--- config.mk ---
export PLATFORM = sky130hd
export DESIGN_NAME = atm_pin_change_ctrl_flat
export DESIGN_NICKNAME = d
export VERILOG_FILES = /design/src/rtl/atm_pin_change_ctrl_if.sv /design/src/rtl/atm_pin_change_ctrl.sv /design/src/flat_wrapper.sv
export SDC_FILE = /design/constraint.sdc
export NUM_CORES = 1
export LEC_CHECK = 0
export CORE_UTILIZATION = 35
export CTS_CLUSTER_SIZE = 20
export DETAILED_ROUTE_END_ITERATION = 6
export GPL_TIMING_DRIVEN = 1
export PLACE_DENSITY_LB_ADDON = 0.08
export SLEW_MARGIN = 20
export SYNTH_ARGS = -nofsm -noshare
export SYNTH_HDL_FRONTEND = slang
export SYNTH_SLANG_ARGS = --single-unit
--- constraint.sdc ---
create_clock -name i_clk -period 3 [get_ports i_clk]
set_input_delay 0.6 -clock i_clk [delete_from_list [all_inputs] [get_ports i_clk]]
set_output_delay 0.6 -clock i_clk [all_outputs]
set_load 0.03 [all_outputs]
--- src/rtl/atm_pin_change_ctrl_if.sv ---
// -----------------------------------------------------------------------------
// atm_pin_change_ctrl_if
//   Bundles the request, response and table-configuration signals of the ATM
//   PIN-change engine.
//
//   master : keypad/session front-end (drives requests and table writes,
//            consumes responses)
//   slave  : atm_pin_change_ctrl
//
//   Request  : req_valid, req_ready, req_card, req_old_pin, req_new_pin
//   Response : rsp_valid, rsp_ready, rsp_status[2:0], rsp_index
//   Config   : cfg_we, cfg_idx, cfg_card, cfg_pin
//
//   Parameters: CARD_W, PIN_W, IDX_W (must equal $clog2(N_USERS) of the engine)
// -----------------------------------------------------------------------------
interface atm_pin_change_ctrl_if #(
    parameter int CARD_W = 10,
    parameter int PIN_W  = 11,
    parameter int IDX_W  = 3
);
    logic              req_valid;
    logic              req_ready;
    logic [CARD_W-1:0] req_card;
    logic [PIN_W-1:0]  req_old_pin;
    logic [PIN_W-1:0]  req_new_pin;

    logic              rsp_valid;
    logic              rsp_ready;
    logic [2:0]        rsp_status;
    logic [IDX_W-1:0]  rsp_index;

    logic              cfg_we;
    logic [IDX_W-1:0]  cfg_idx;
    logic [CARD_W-1:0] cfg_card;
    logic [PIN_W-1:0]  cfg_pin;

    modport master (
        output req_valid, req_card, req_old_pin, req_new_pin,
        output rsp_ready,
        output cfg_we, cfg_idx, cfg_card, cfg_pin,
        input  req_ready, rsp_valid, rsp_status, rsp_index
    );

    modport slave (
        input  req_valid, req_card, req_old_pin, req_new_pin,
        input  rsp_ready,
        input  cfg_we, cfg_idx, cfg_card, cfg_pin,
        output req_ready, rsp_valid, rsp_status, rsp_index
    );
endinterface : atm_pin_change_ctrl_if

--- src/rtl/atm_pin_change_ctrl.sv ---
// -----------------------------------------------------------------------------
// atm_pin_change_ctrl
//   Clocked PIN-change engine. Holds a table of N_USERS entries
//   {card, pin, valid}. A request {card, old PIN, new PIN} is accepted in
//   IDLE, then the table is scanned one entry per cycle; the lowest valid
//   entry whose card matches is authenticated against the old PIN and, on
//   success, rewritten with the new PIN. A status code and the matched index
//   are returned over a valid/ready response channel.
//
//   Ports:
//     i_clk   rising-edge clock
//     i_rst   synchronous, active-high reset
//     bus     atm_pin_change_ctrl_if.slave (request / response / config)
//     o_busy  high while in SCAN, UPDATE or RESP
//
//   Status codes: 0 OK, 1 NO_CARD, 2 BAD_PIN, 3 LOCKED, 4 SAME_PIN
//
//   Optional feature macro: ATM_PIN_LOCKOUT_EN
//     defined   : per-entry saturating fail counter; an entry whose counter
//                 reaches MAX_TRIES answers LOCKED until rewritten via cfg.
//     undefined : no counters, unlimited retries, LOCKED never produced.
// -----------------------------------------------------------------------------
module atm_pin_change_ctrl #(
    parameter int N_USERS   = 8,
    parameter int CARD_W    = 10,
    parameter int PIN_W     = 11,
    parameter int MAX_TRIES = 3
) (
    input  logic                 i_clk,
    input  logic                 i_rst,
    atm_pin_change_ctrl_if.slave bus,
    output logic                 o_busy
);
    localparam int IDX_W = $clog2(N_USERS);
    localparam logic [IDX_W-1:0] LAST_IDX   = IDX_W'(N_USERS - 1);
    // One extra bit so the range check also works for power-of-two tables.
    localparam logic [IDX_W:0]   N_USERS_EXT = (IDX_W + 1)'(N_USERS);

    typedef enum logic [1:0] {
        S_IDLE,
        S_SCAN,
        S_UPDATE,
        S_RESP
    } state_t;

    typedef enum logic [2:0] {
        RSP_OK       = 3'd0,
        RSP_NO_CARD  = 3'd1,
        RSP_BAD_PIN  = 3'd2,
        RSP_LOCKED   = 3'd3,
        RSP_SAME_PIN = 3'd4
    } status_t;

    // ---------------------------------------------------------------------
    // State and storage
    // ---------------------------------------------------------------------
    state_t             r_state;
    state_t             w_state_nxt;

    logic [CARD_W-1:0]  r_card [N_USERS];
    logic [PIN_W-1:0]   r_pin  [N_USERS];
    logic [N_USERS-1:0] r_valid;

    logic [CARD_W-1:0]  r_req_card;
    logic [PIN_W-1:0]   r_req_old;
    logic [PIN_W-1:0]   r_req_new;

    logic [IDX_W-1:0]   r_scan_idx;
    status_t            r_rsp_status;
    logic [IDX_W-1:0]   r_rsp_index;

    // ---------------------------------------------------------------------
    // Combinational control
    // ---------------------------------------------------------------------
    logic    w_accept;
    logic    w_cfg_wr;
    logic    w_pin_wr;
    logic    w_hit;
    logic    w_pin_ok;
    logic    w_same_pin;
    logic    w_locked;
    logic    w_last;
    logic    w_scan_adv;
    logic    w_rsp_load;
    status_t w_rsp_status_d;
    logic    w_fail_inc;
    logic    w_fail_clr;
    logic    w_req_ready;
    logic    w_rsp_valid;

    assign w_accept   = bus.req_valid && (r_state == S_IDLE);
    // Table writes are only honoured in IDLE so a scan never sees an entry
    // change underneath it.
    assign w_cfg_wr   = bus.cfg_we && (r_state == S_IDLE) &&
                        ({1'b0, bus.cfg_idx} < N_USERS_EXT);
    assign w_pin_wr   = (r_state == S_UPDATE);

    assign w_hit      = r_valid[r_scan_idx] && (r_card[r_scan_idx] == r_req_card);
    assign w_pin_ok   = (r_pin[r_scan_idx] == r_req_old);
    assign w_same_pin = (r_req_new == r_req_old);
    assign w_last     = (r_scan_idx == LAST_IDX);

`ifdef ATM_PIN_LOCKOUT_EN
    localparam int FAIL_W = $clog2(MAX_TRIES + 1);
    localparam logic [FAIL_W-1:0] FAIL_MAX = FAIL_W'(MAX_TRIES);

    logic [FAIL_W-1:0] r_fail [N_USERS];

    always_ff @(posedge i_clk) begin
        if (i_rst) begin
            for (int i = 0; i < N_USERS; i++) begin
                r_fail[i] <= '0;
            end
        end else begin
            // A cfg rewrite of an entry unlocks it.
            if (w_cfg_wr) begin
                r_fail[bus.cfg_idx] <= '0;
            end
            if (w_fail_inc && (r_fail[r_scan_idx] != FAIL_MAX)) begin
                r_fail[r_scan_idx] <= r_fail[r_scan_idx] + FAIL_W'(1);
            end else if (w_fail_clr) begin
                r_fail[r_scan_idx] <= '0;
            end
        end
    end

    assign w_locked = (r_fail[r_scan_idx] == FAIL_MAX);
`else
    // Without lockout the counter controls go nowhere.
    logic w_unused_lockout;
    assign w_unused_lockout = w_fail_inc | w_fail_clr | (MAX_TRIES < 1);
    assign w_locked         = 1'b0;
`endif

    // ---------------------------------------------------------------------
    // FSM: state register
    // ---------------------------------------------------------------------
    // NOTE: sequential state uses non-blocking assignments so every register
    // samples the pre-edge values regardless of block ordering.
    always_ff @(posedge i_clk) begin
        if (i_rst) begin
            r_state <= S_IDLE;
        end else begin
            r_state <= w_state_nxt;
        end
    end

    // ---------------------------------------------------------------------
    // FSM: next state and control
    // ---------------------------------------------------------------------
    always_comb begin
        // NOTE: every output of this block gets a default first, so no path
        // through the case statement can infer a latch.
        w_state_nxt    = r_state;
        w_scan_adv     = 1'b0;
        w_rsp_load     = 1'b0;
        w_rsp_status_d = RSP_OK;
        w_fail_inc     = 1'b0;
        w_fail_clr     = 1'b0;
        w_req_ready    = 1'b0;
        w_rsp_valid    = 1'b0;

        case (r_state)
            S_IDLE: begin
                w_req_ready = 1'b1;
                if (bus.req_valid) begin
                    w_state_nxt = S_SCAN;
                end
            end

            S_SCAN: begin
                if (w_hit) begin
                    // Lowest matching index wins: the scan stops here.
                    w_state_nxt = S_RESP;
                    w_rsp_load  = 1'b1;
                    if (w_locked) begin
                        w_rsp_status_d = RSP_LOCKED;
                    end else if (!w_pin_ok) begin
                        w_rsp_status_d = RSP_BAD_PIN;
                        w_fail_inc     = 1'b1;
                    end else if (w_same_pin) begin
                        w_rsp_status_d = RSP_SAME_PIN;
                        w_fail_clr     = 1'b1;
                    end else begin
                        // Authenticated change: one extra cycle for the write,
                        // status is loaded on the way out of UPDATE.
                        w_state_nxt = S_UPDATE;
                        w_rsp_load  = 1'b0;
                        w_fail_clr  = 1'b1;
                    end
                end else if (w_last) begin
                    w_state_nxt    = S_RESP;
                    w_rsp_load     = 1'b1;
                    w_rsp_status_d = RSP_NO_CARD;
                end else begin
                    w_scan_adv = 1'b1;
                end
            end

            S_UPDATE: begin
                w_state_nxt    = S_RESP;
                w_rsp_load     = 1'b1;
                w_rsp_status_d = RSP_OK;
            end

            S_RESP: begin
                w_rsp_valid = 1'b1;
                if (bus.rsp_ready) begin
                    w_state_nxt = S_IDLE;
                end
            end

            default: begin
                w_state_nxt = S_IDLE;
            end
        endcase
    end

    // ---------------------------------------------------------------------
    // Control datapath: valid bits, scan pointer, response registers
    // ---------------------------------------------------------------------
    always_ff @(posedge i_clk) begin
        if (i_rst) begin
            r_valid      <= '0;
            r_scan_idx   <= '0;
            r_rsp_status <= RSP_OK;
            r_rsp_index  <= '0;
        end else begin
            if (w_cfg_wr) begin
                r_valid[bus.cfg_idx] <= 1'b1;
            end

            if (w_accept) begin
                r_scan_idx <= '0;
            end else if (w_scan_adv) begin
                r_scan_idx <= r_scan_idx + 1'b1;
            end

            // The scan pointer still holds the matched entry in SCAN/UPDATE.
            if (w_rsp_load) begin
                r_rsp_status <= w_rsp_status_d;
                r_rsp_index  <= (w_rsp_status_d == RSP_NO_CARD) ? '0 : r_scan_idx;
            end
        end
    end

    // ---------------------------------------------------------------------
    // Table contents and latched request
    // ---------------------------------------------------------------------
    // NOTE: table contents and request latches are deliberately not reset;
    // r_valid alone defines occupancy. Writes are still gated by reset so a
    // reset during UPDATE aborts the PIN write.
    always_ff @(posedge i_clk) begin
        if (!i_rst) begin
            if (w_cfg_wr) begin
                r_card[bus.cfg_idx] <= bus.cfg_card;
                r_pin[bus.cfg_idx]  <= bus.cfg_pin;
            end
            // cfg writes happen only in IDLE, PIN updates only in UPDATE.
            if (w_pin_wr) begin
                r_pin[r_scan_idx] <= r_req_new;
            end
            // Latched at the accept edge; a cfg write at the same edge is
            // visible to the scan since it starts a cycle later.
            if (w_accept) begin
                r_req_card <= bus.req_card;
                r_req_old  <= bus.req_old_pin;
                r_req_new  <= bus.req_new_pin;
            end
        end
    end

    // ---------------------------------------------------------------------
    // Outputs
    // ---------------------------------------------------------------------
    assign bus.req_ready  = w_req_ready;
    assign bus.rsp_valid  = w_rsp_valid;
    assign bus.rsp_status = r_rsp_status;
    assign bus.rsp_index  = r_rsp_index;
    assign o_busy         = (r_state != S_IDLE);

endmodule : atm_pin_change_ctrl
--- src/flat_wrapper.sv ---
// flat-port wrapper written by rule: the top's interface ports become plain ports
module atm_pin_change_ctrl_flat 
#(
    parameter int N_USERS   = 8,
    parameter int CARD_W    = 10,
    parameter int PIN_W     = 11,
    parameter int MAX_TRIES = 3
)
  (i_clk, i_rst, o_busy, bus_req_valid, bus_req_card, bus_req_old_pin, bus_req_new_pin, bus_rsp_ready, bus_cfg_we, bus_cfg_idx, bus_cfg_card, bus_cfg_pin, bus_req_ready, bus_rsp_valid, bus_rsp_status, bus_rsp_index);
  atm_pin_change_ctrl_if #(.CARD_W(CARD_W), .PIN_W(PIN_W)) bus_i ();
  input  logic i_clk;
  input  logic i_rst;
  output logic o_busy;
  input wire logic [$bits(bus_i.req_valid)-1:0] bus_req_valid;
  input wire logic [$bits(bus_i.req_card)-1:0] bus_req_card;
  input wire logic [$bits(bus_i.req_old_pin)-1:0] bus_req_old_pin;
  input wire logic [$bits(bus_i.req_new_pin)-1:0] bus_req_new_pin;
  input wire logic [$bits(bus_i.rsp_ready)-1:0] bus_rsp_ready;
  input wire logic [$bits(bus_i.cfg_we)-1:0] bus_cfg_we;
  input wire logic [$bits(bus_i.cfg_idx)-1:0] bus_cfg_idx;
  input wire logic [$bits(bus_i.cfg_card)-1:0] bus_cfg_card;
  input wire logic [$bits(bus_i.cfg_pin)-1:0] bus_cfg_pin;
  output wire logic [$bits(bus_i.req_ready)-1:0] bus_req_ready;
  output wire logic [$bits(bus_i.rsp_valid)-1:0] bus_rsp_valid;
  output wire logic [$bits(bus_i.rsp_status)-1:0] bus_rsp_status;
  output wire logic [$bits(bus_i.rsp_index)-1:0] bus_rsp_index;
  assign bus_i.req_valid = bus_req_valid;
  assign bus_i.req_card = bus_req_card;
  assign bus_i.req_old_pin = bus_req_old_pin;
  assign bus_i.req_new_pin = bus_req_new_pin;
  assign bus_i.rsp_ready = bus_rsp_ready;
  assign bus_i.cfg_we = bus_cfg_we;
  assign bus_i.cfg_idx = bus_cfg_idx;
  assign bus_i.cfg_card = bus_cfg_card;
  assign bus_i.cfg_pin = bus_cfg_pin;
  assign bus_req_ready = bus_i.req_ready;
  assign bus_rsp_valid = bus_i.rsp_valid;
  assign bus_rsp_status = bus_i.rsp_status;
  assign bus_rsp_index = bus_i.rsp_index;
  atm_pin_change_ctrl #(.N_USERS(N_USERS), .CARD_W(CARD_W), .PIN_W(PIN_W), .MAX_TRIES(MAX_TRIES)) u_core (.i_clk(i_clk), .i_rst(i_rst), .bus(bus_i), .o_busy(o_busy));
endmodule
==> summary.txt <==
Status
  • Status: finished, final reports clean

Timing
  • RSZ-0062 raised after global routing: true
  • Max-slew violations: 0
  • Clk_skew: 0.007579 ns
  • Final worst setup slack: 0.1655 ns
  • Setup Viol. Count Final: 0
  • Final Critical Period: 2.834 ns
  • Actual slew at the worst max-slew pin: 0.5995 ns
  • Tcrit/Tclk final: 94.48%
  • Fmax: 0.3528 GHz
  • Slew headroom: 59.72%
  • Fin. Hold Viols: 0

Die
  • Rows: 58
  • I/O Pins: 70
  • Initial core utilization: 35.96%
  • Core Region: 0.02540 mm²
  • Die width: 163.5 µm
  • Die area: 0.02675 mm²
  • Die H: 163.5 µm

Layout
  • Share of cells above drive strength 1: 20.35%
  • Final core occ: 45.29%
  • Final Non-Filler Cells: 1018
  • Area used by multi-input combinational logic: 0.002618 mm²
  • Nets: 738
  • Ant. Diodes: 0
  • Seq. cell area: 0.006451 mm²
  • Layout area overhead: 25.93%
  • FILL cells: 2244

GRT
  • First-pass GRT wire length: 33030 µm
  • Initial antenna violation count: 0
  • Number of global-route vias before repair: 5414
  • Grt ovf: 0
  • All-Layer GR Usage: 16.92%
  • Pin count of the biggest net entering global routing: 33

CTS
  • Clk Latency, worst-skew pair: 0.51 ns
  • Longest Clk Path Bufs: 3
  • Root Buffer: clkbuf_16
  • CTS tree: done
  • Sink Count: 222
  • H-tree depth: 1
  • CTS Buf Count: 25
  • Clock slew at reported path FFs: 0.06 ns

Flow run
  • Max-cap viol count: 0

Route
  • DRC viols: 0
  • WL final: 21980 µm
  • Via count: 5176
  • Vias/cell: 5.084
  • DR iter-0 viols: 303
  • WL/cell: 21.59 µm
  • Drt first pass iters: 4
  • Routed Antenna Nets: 0

Yosys
  • #FFs+latches synth: 222
  • Sequential area share after synthesis: 70.58%
  • Synthesized net count: 609
  • Area share of the largest cell type after synthesis: 65.75%
  • EDFF count, synth: 200
  • Syn avg cell area: 16.85 µm²
  • Synth Cell Area: 0.009134 mm²
  • Most used DFF post-synth: edfxtp_1
  • Synth async-reset ratio: 0%
  • Cell taking the most area after synthesis: edfxtp_1
  • YS warnings: 0
  • Synth area leaders: edfxtp_1 66%, mux4_2 7.9%, dfxtp_1 4.8%
  • Synth Instances: 542
  • Count of cell types in the netlist: 52

Power
  • Pwr Density: 744.9 mW/mm²
  • Pwr Total: 0.008568 W
  • Worst vdd rail ir drop: 0.0003540 V
  • Lkg Pwr: 3.831 nW

Hold path
  • Hold Crit Depth: 1
  • HP Class: reg -> reg

Critical path
  • Setup CP Type: reg -> reg
  • CP arrival: 3.29 ns
  • CP Launch Type: register
  • CP Capture Type: register
  • Reg2Reg Depth: 10
  • Reg2reg setup slack: 0.17 ns
  • Worst Path Required: 3.45 ns
  • Crit-path max FO: 12

Placed design
  • Number of port buffers: 69
  • Place WS: -0.09277 ns
  • DP Cell Count: 965
  • Post-DP HPWL: 14530 µm
  • Placer's final routability congestion estimate: 0.7944
## final timing paths
kind	start	endpoint
setup / recovery	register	u_core.bus.rsp_index[0]
hold / removal	u_core.r_valid[7]	u_core.r_valid[7]
setup reg to reg	register	u_core.bus.rsp_index[0]
hold reg to reg	u_core.r_valid[7]	u_core.r_valid[7]
## what timing repair did
item	4_1_cts	5_1_grt
setup buffers	0	8
pin swaps	0	6
gates resized for setup	1	12
cloned	0	1
endpoints found under the setup margin	6	5
hold buffers	0	0
## per-stage QoR
| step | TNS, ns | instance area [µm²] | hold slack, ns |
|---|---|---|---|
| 3_3_place_gp | -0.1972 | 10510 | 0.4292 |
| 4_1_cts | 0 | 11350 | 0.4537 |
| 2_1_floorplan | 0 | 9134 | 0.4211 |
| 6_report | 0 | 11500 | 0.4492 |
| 5_1_grt | -0.01591 | 11500 | 0.4726 |
| 3_5_place_dp | -0.1914 | 10510 | 0.4385 |
## flip-flops by register name, summed over array words and instances (netlist names), named ones only
signal and count:
u_core.r_req_new 11, u_core.r_pin 88, u_core.r_req_old 11, u_core.r_card 80, u_core.bus.rsp_index 3, u_core.r_valid 8, u_core.r_state 2, u_core.r_req_card 10
u_core.r_scan_idx 3, u_core.bus.rsp_status 3
## routing by layer
metal	GRT usage (%)	vias up	routed length, µm
met5	0	-	0
met4	4.461	0	384
met3	2.666	31	1017
met2	27.12	128	10320
met1	23.88	2620	10260
li1	-	2397	-
## synthesized netlist by cell type (all sizes together), types with 5 or more instances
cell type    n
o311ai       5
buf         11
nand3        9
ha           6
mux2i       43
clkbuf       9
nor3b        8
a22oi        8
nand4        9
inv          9
a31oi        8
a21oi        5
nand2       40
nor2        26
xnor2       17
a21o         9
dfxtp       22
edfxtp     200
nor3        10
xor2        10
and3         7
mux4        32
o21ai        9
## critical path, cell delays in order (launching register included)
cell,delay (ns)
dfxtp_4,0.40
buf_12,0.16
mux4_2,0.54
mux2i_4,0.23
xnor2_2,0.10
a2111oi_4,0.36
and4_4,0.29
buf_4,0.15
o21ai_4,0.09
or3_1,0.40
nand3_1,0.07
## logic make-up after synthesis
group	after synthesis	share of synthesized area [%]
multiplexers	76	12.86
AND/OR/NAND/NOR	123	6.699
AO/OA/AOI/OAI	58	4.794
flip-flops	222	70.58
buffers and inverters	30	1.657
adder cells (fa/ha/maj)	6	0.8219
XOR/XNOR	27	2.589
## power breakdown
part	internal [W]	total [W]	leakage [nW]	switching, W
Clock	0.00187	0.00305	0.403	0.00117
Combinational	0.000778	0.00175	1.44	0.000971
Sequential	0.00366	0.00377	1.99	0.000114
## layout by cell type (no fill, tap or decap), types with 8 or more instances in the layout
cell type	synthesis	layout
a21o_1	9	9
a22oi_1	8	8
buf_4	3	48
clkbuf_16	0	26
clkdlybuf4s50_1	0	69
dfxtp_1	22	20
edfxtp_1	200	200
inv_1	9	9
mux2i_1	42	41
mux4_2	32	32
nand2_1	40	40
nand3_1	9	9
nand4_1	8	8
nor2_1	26	25
nor3_1	10	10
xnor2_1	17	16
xor2_1	10	10
## layout make-up
type	instances	area share [%]
sequential	222	56.09
timing repair buffer	122	10.05
tap	330	3.590
multi-input combinational	290	22.76
clock buffer	29	5.569
inverter	10	0.3263
clock inverter	15	1.621
No activity file was read; power rests on OpenSTA's default activity.
==> RTL change 1: new RTL, same settings <==
Add a define of `ATM_PIN_LOCKOUT_EN`.
--- a/src/rtl/atm_pin_change_ctrl.sv
+++ b/src/rtl/atm_pin_change_ctrl.sv
@@ -22,2 +22,4 @@
 // -----------------------------------------------------------------------------
+`define ATM_PIN_LOCKOUT_EN
+
 module atm_pin_change_ctrl #(
Formal check against the unedited RTL: no difference found for any inputs over 4 cycles, from zero or initial values and one cycle with i_rst high; that may be too few to reach the edited logic, so the function may still have changed.
==> RTL change 1 against the original RTL <==
  * The flow now finishes with violations (setup timing)
  * Setup slack worse by 0.45 ns
  * Area after synthesis up 8.5%
  * Power rose by 2.4%
  * Sequential cell count increased by 16
  * Utilization increased by 0.34 points
  * Wire length grew 6.6%
  * Design area is 11% higher
  * Critical path depth up 2
  * Global-route usage is 0.27 points lower
  * Critical endpoint is now u_core.r_fail[6][1]$_SDFFCE_PN0P_
  * Largest power group unchanged
==> RTL change 1: results (changes against the original RTL) <==
stage;metric;value;unit;change
hold_path;hold wc startpoint;u_core.r_valid[4]$_SDFFE_PP0P_;;
layout;Inverters, non-clock;9;;-1
timing;setup TNS;-8.92;ns;-8.92 ns
logic_synthesis;register area share after synthesis;69.9;%;-0.69 points
timing;Final Setup Violations;42;;+42
worst_setup_path;Crit Path Max Fanout;7;;-5
layout;clock-cell share of area;6.80;%;-0.39 points
logic_synthesis;Synth Net Count;684;;+12%
logic_synthesis;post-synthesis mux area share;13.0;%;+0.16 points
pwr;VDD IR max;433;µV;+22%
worst_setup_path;flop2flop setup slack;-0.28;ns;-0.45 ns
layout;share of post-route cells with drive strength above 1;25.7;%;+5.3 points
worst_setup_path;Crit path largest cell delay;0.59;ns;+0.05 ns
pwr;Sw Ratio;25.6;%;-0.78 points
layout;top flop regs;u_core.r_pin (88), u_core.r_card (80), u_core.r_fail (16);;
logic_synthesis;Commonest cells post-synth;edfxtp_1, nand2_1, nor2_1, mux2i_1, mux4_2;;
route;drt total wl;23.4;mm;+6.6%
outcome;outcome;complete, but fails checks;;
route;drt wl/cell;20.3;µm;-5.9%
worst_setup_path;Max stage delay cell, worst path;or4_4;;
pwr;Int Pwr;0.00653;W;+3.5%
timing;worst setup margin;-0.281;ns;-0.447 ns
logic_synthesis;Post-synth EDFFs;216;;+8.0%
clock_network;Post-CTS Setup Bufs;5;;+5
pwr;Clock power frac;36.2;%;+0.6 points
layout;#MultiIn Comb;339;;+17%
worst_setup_path;arrival time at the worst endpoint;3.52;ns;+0.23 ns
timing;final hold slack;0.448;ns;-0.00164 ns
clock_network;# resized after CTS;24;;+23
worst_setup_path;reg2reg path depth;12;;+2
worst_setup_path;RR Endpoint;u_core.r_fail[6][1]$_SDFFCE_PN0P_;;
timing;skew final;0.0183;ns;+0.0107 ns
layout;final-layout clock buffer total;37;;+28%
global_route;global-route wire length before repair;35.5;mm;+7.4%
hold_path;Hold Path End;u_core.r_valid[4]$_SDFFE_PP0P_;;
clock_network;TritonCTS Sinks;238;;+7.2%
logic_synthesis;Synth Area in Adders;0.884;%;+0.062 points
clock_network;TritonCTS Buffers;27;;+8.0%
logic_synthesis;syn avg cell area;16.1;µm²;-4.5%
clock_network;Worst-Skew Late Latency;0.53;ns;+0.02 ns
worst_setup_path;CP top delay family;simple AND/OR/NAND/NOR gates;;
layout;Seq area share;54.6;%;-1.5 points
placement;gpl congestion;0.741;;-6.8%
layout;Filler cells;2449;;+9.1%
outcome;failing checks;setup timing;;
logic_synthesis;Synth Area in Compound Gates;4.29;%;-0.50 points
## RTL change 1: changes by cell type in the layout (fill, tap and decap cells not counted), moves of 6 or more
| cell | change |
|---|---|
| edfxtp_1 | +16 |
| nor2_1 | +14 |
| nand2_1 | +13 |
| buf_12 | +8 |
| buf_4 | +8 |
| nor2_2 | +8 |
| nor3b_1 | -6 |
## RTL change 1: layer usage
| layer | routed length [µm] | track usage (%) |
|---|---|---|
| met4 | 553 | 4.50 |
| met5 | 0 | 0 |
| met1 | 10100 | 21.3 |
| met2 | 11700 | 29.1 |
| met3 | 1040 | 2.72 |
## RTL change 1: worst reg2reg max path, stage by stage, from the launching register on
cell	delay, ns
dfxtp_2	0.36
buf_12	0.14
buf_12	0.12
buf_4	0.13
nand2b_1	0.09
a211o_1	0.29
nand4_1	0.10
nand4b_1	0.17
or4_4	0.59
or4_4	0.46
buf_8	0.17
o31a_1	0.28
nand2_2	0.10
==> RTL change 2: new RTL, config.mk and constraints unchanged <==
Without the edit above. The 4 states of `state_t` get a one-hot encoding in 4 bits.
--- a/src/rtl/atm_pin_change_ctrl.sv
+++ b/src/rtl/atm_pin_change_ctrl.sv
@@ -38,7 +38,7 @@
 
-    typedef enum logic [1:0] {
-        S_IDLE,
-        S_SCAN,
-        S_UPDATE,
-        S_RESP
+    typedef enum logic [3:0] {
+        S_IDLE   = 4'b0001,
+        S_SCAN   = 4'b0010,
+        S_UPDATE = 4'b0100,
+        S_RESP   = 4'b1000
     } state_t;
Formal check against the unedited RTL: same outputs for any inputs over 4 cycles, from zero or initial values and one cycle with i_rst high; so few cycles prove little.
==> RTL change 2 against the original RTL <==
  * Design area down 0.17%
  * Maximum frequency is 4.2% lower
  * Sequential cell count increased by 2
  * Wire length decreased by 0.50%
  * First-iteration DRC count rose by 20%
  * Count of clock-buffer cells in the layout is 3 higher
  * Critical path depth down 1
  * Area after synthesis down 0.38%
  * Clock skew increased by 0.011 ns
  * Setup slack worse by 0.12 ns
  * Synthesized cell count down 4.2%
  * Critical path type unchanged
Power is not compared: it rests on default switching activity, and its combinational part moved more than twofold at a synthesized area within 25%.
==> RTL change 2: results (changes against the original RTL) <==
stage;metric;value;unit;change
outcome;outcome;completed;;
placement;placed instance area;10500;µm²;-0.15%
route;vias post-DR;5029;;-2.8%
logic_synthesis;post-synthesis mux area share;13.9;%;+1.1 points
global_route;GRT Overall Usage;16.7;%;-0.24 points
layout;final std cells w/o fill;1004;;-1.4%
logic_synthesis;largest cells by area after synthesis;edfxtp_1, dfxtp_1, mux2i_1;;
layout;Nets;720;;-2.4%
hold_path;Worst Hold Depth;1;;unchanged
worst_setup_path;flop2flop setup slack;0.04;ns;-0.12 ns
clock_network;Worst-Skew Late Latency;0.52;ns;
hold_path;HP Class;reg -> reg;;
hold_path;Hold Path End;u_core.r_valid[7]$_SDFFE_PP0P_;;
global_route;number of global-route vias before repair;5275;;-2.6%
global_route;largest net degree at the start of global routing;26;;-21%
layout;Ant. Diodes;0;;unchanged
worst_setup_path;reg2reg path depth;9;;-1
worst_setup_path;Crit Path Max Fanout;8;;-4
placement;PortBufs;69;;unchanged
layout;share of post-route cells with drive strength above 1;23.6;%;+3.2 points
route;DRC violation total after the first TritonRoute iteration;363;;+20%
route;met3 WL;935;µm;-8.1%
logic_synthesis;Commonest cells post-synth;edfxtp_1, mux2i_1, dfxtp_1, mux4_2, nand2_1;;
clock_network;H-tree levels;1;;unchanged
route;M1 WL;9.45;mm;-7.8%
worst_setup_path;RR Endpoint;u_core.bus.rsp_status[1]$_SDFFE_PP0P_;;
logic_synthesis;yosys warns;0;;unchanged
route;highest routed layer;met4;;
logic_synthesis;xor/xnor cell area share of the yosys netlist;2.70;%;+0.11 points
global_route;global-route wire length before repair;32.4;mm;-1.8%
logic_synthesis;Synth Area in Adders;0.275;%;-0.55 points
logic_synthesis;register area share after synthesis;71.3;%;+0.71 points
layout;Biggest register;u_core.r_pin;;
timing;Worst Tran Pin Value;0.635;ns;+0.0359 ns
pwr;Pleak;3.83;nW;
placement;gpl congestion;0.777;;-2.2%
clock_network;Root Buffer;clkbuf_16;;
logic_synthesis;Mapped Cells;519;;-4.2%
placement;detailed-placement wirelength estimate;14.4;mm;-0.96%
worst_setup_path;arrival time at the worst endpoint;3.37;ns;+0.08 ns
pwr;VDD IR max;381;µV;
clock_network;TritonCTS Buffers;25;;unchanged
placement;placed insts;943;;-2.3%
route;met2 routed WL;11.0;mm;+6.3%
route;drt total wl;21.9;mm;-0.50%
logic_synthesis;Async SR Flop Fraction;0;%;unchanged
logic_synthesis;Synth Area in Compound Gates;4.54;%;-0.26 points
logic_synthesis;Synth Net Count;582;;-4.4%
timing;skew final;0.0186;ns;+0.0111 ns
logic_synthesis;Cell variety after synth;54;;+3.8%
-- RTL change 2: changes by cell type in the layout (fill, tap and decap cells not counted), moves of 6 or more --
cell	before	now
mux4_2	32	26
nor2_1	25	12
nor3b_1	7	0
mux2_2	1	11
nand2_1	40	18
a31oi_1	7	1
-- RTL change 2: metrics by stage --
step           util, %  total power (W)  hold WS [ns]  worst slack [ns]
2_1_floorplan        -          0.00370         0.421           -0.0681
3_3_place_gp      41.4          0.00389         0.427           -0.0838
3_5_place_dp      41.4          0.00389         0.434            -0.207
4_1_cts           44.4          0.00667         0.447            0.0226
5_1_grt           45.3          0.00683         0.475           -0.0788
6_report          45.3          0.00662         0.443            0.0416
-- RTL change 2: power by group through the flow --
stage	clock, W	sequential, W	combinational (W)
floorplan	0	0.00355	0.000149
global placement	0	0.00356	0.000328
detailed placement	0	0.00356	0.000334
CTS	0.00284	0.00349	0.000335
global route	0.00296	0.00350	0.000373
finish	0.00278	0.00349	0.000345
-- RTL change 2: cells by family (layout without fill, tap and decap cells) --
group,count (synthesis),count (layout)
muxes,87,87
AOI/OAI and AO/OA,59,59
DFF,224,224
and+or+nand+nor,87,87
xor gates and xnor gates,28,28
adders and majority gates,2,2
buffers and inverters,32,187
-- RTL change 2: layout make-up --
type                       instances  area [µm²]
clock buffer                      32         652
inverter                          11        41.3
timing repair buffer             132        1270
sequential                       224        6490
tap                              330         413
fill                            2223       13800
clock inverter                    12        80.1
multi-input combinational        263        2530
-- RTL change 2: per-layer routing --
layer / track usage, % / vias up
met5: 0 / -
met4: 4.33 / 0
met3: 2.21 / 30
met2: 28.9 / 108
met1: 21.9 / 2553
li1: - / 2338
-- RTL change 2: worst max path at each step --
stage / start / to / cells after the start
after floorplan: u_core.r_state[1]$_SDFFE_PP0P_ / u_core.r_pin[2][0]$_DFFE_PP_ / 7
after global placement: flop / u_core.r_state[3]$_SDFFE_PP0P_ / 10
after detailed placement: flop / u_core.bus.rsp_index[2]$_SDFFE_PP0P_ / 10
after CTS: flop / u_core.r_state[3]$_SDFFE_PP0P_ / 10
after global routing: flop / u_core.bus.rsp_status[1]$_SDFFE_PP0P_ / 9
final: flop / u_core.bus.rsp_status[1]$_SDFFE_PP0P_ / 9
-- RTL change 2: worst max-delay path: stages, from the launching register on --
cell,delay [ns]
dfxtp_2,0.35
buf_12,0.13
mux4_2,0.54
mux2i_4,0.18
xor2_2,0.19
nand3_1,0.09
or4_4,0.56
a2111o_1,0.42
and4_1,0.19
a22o_1,0.20
-- RTL change 2: repair_timing --
action | in CTS | in global routing
setup buffers | 0 | 16
pin swaps | 2 | 17
gates resized for setup | 5 | 27
gates cloned | 0 | 1
setup endpoints to repair | 7 | 9
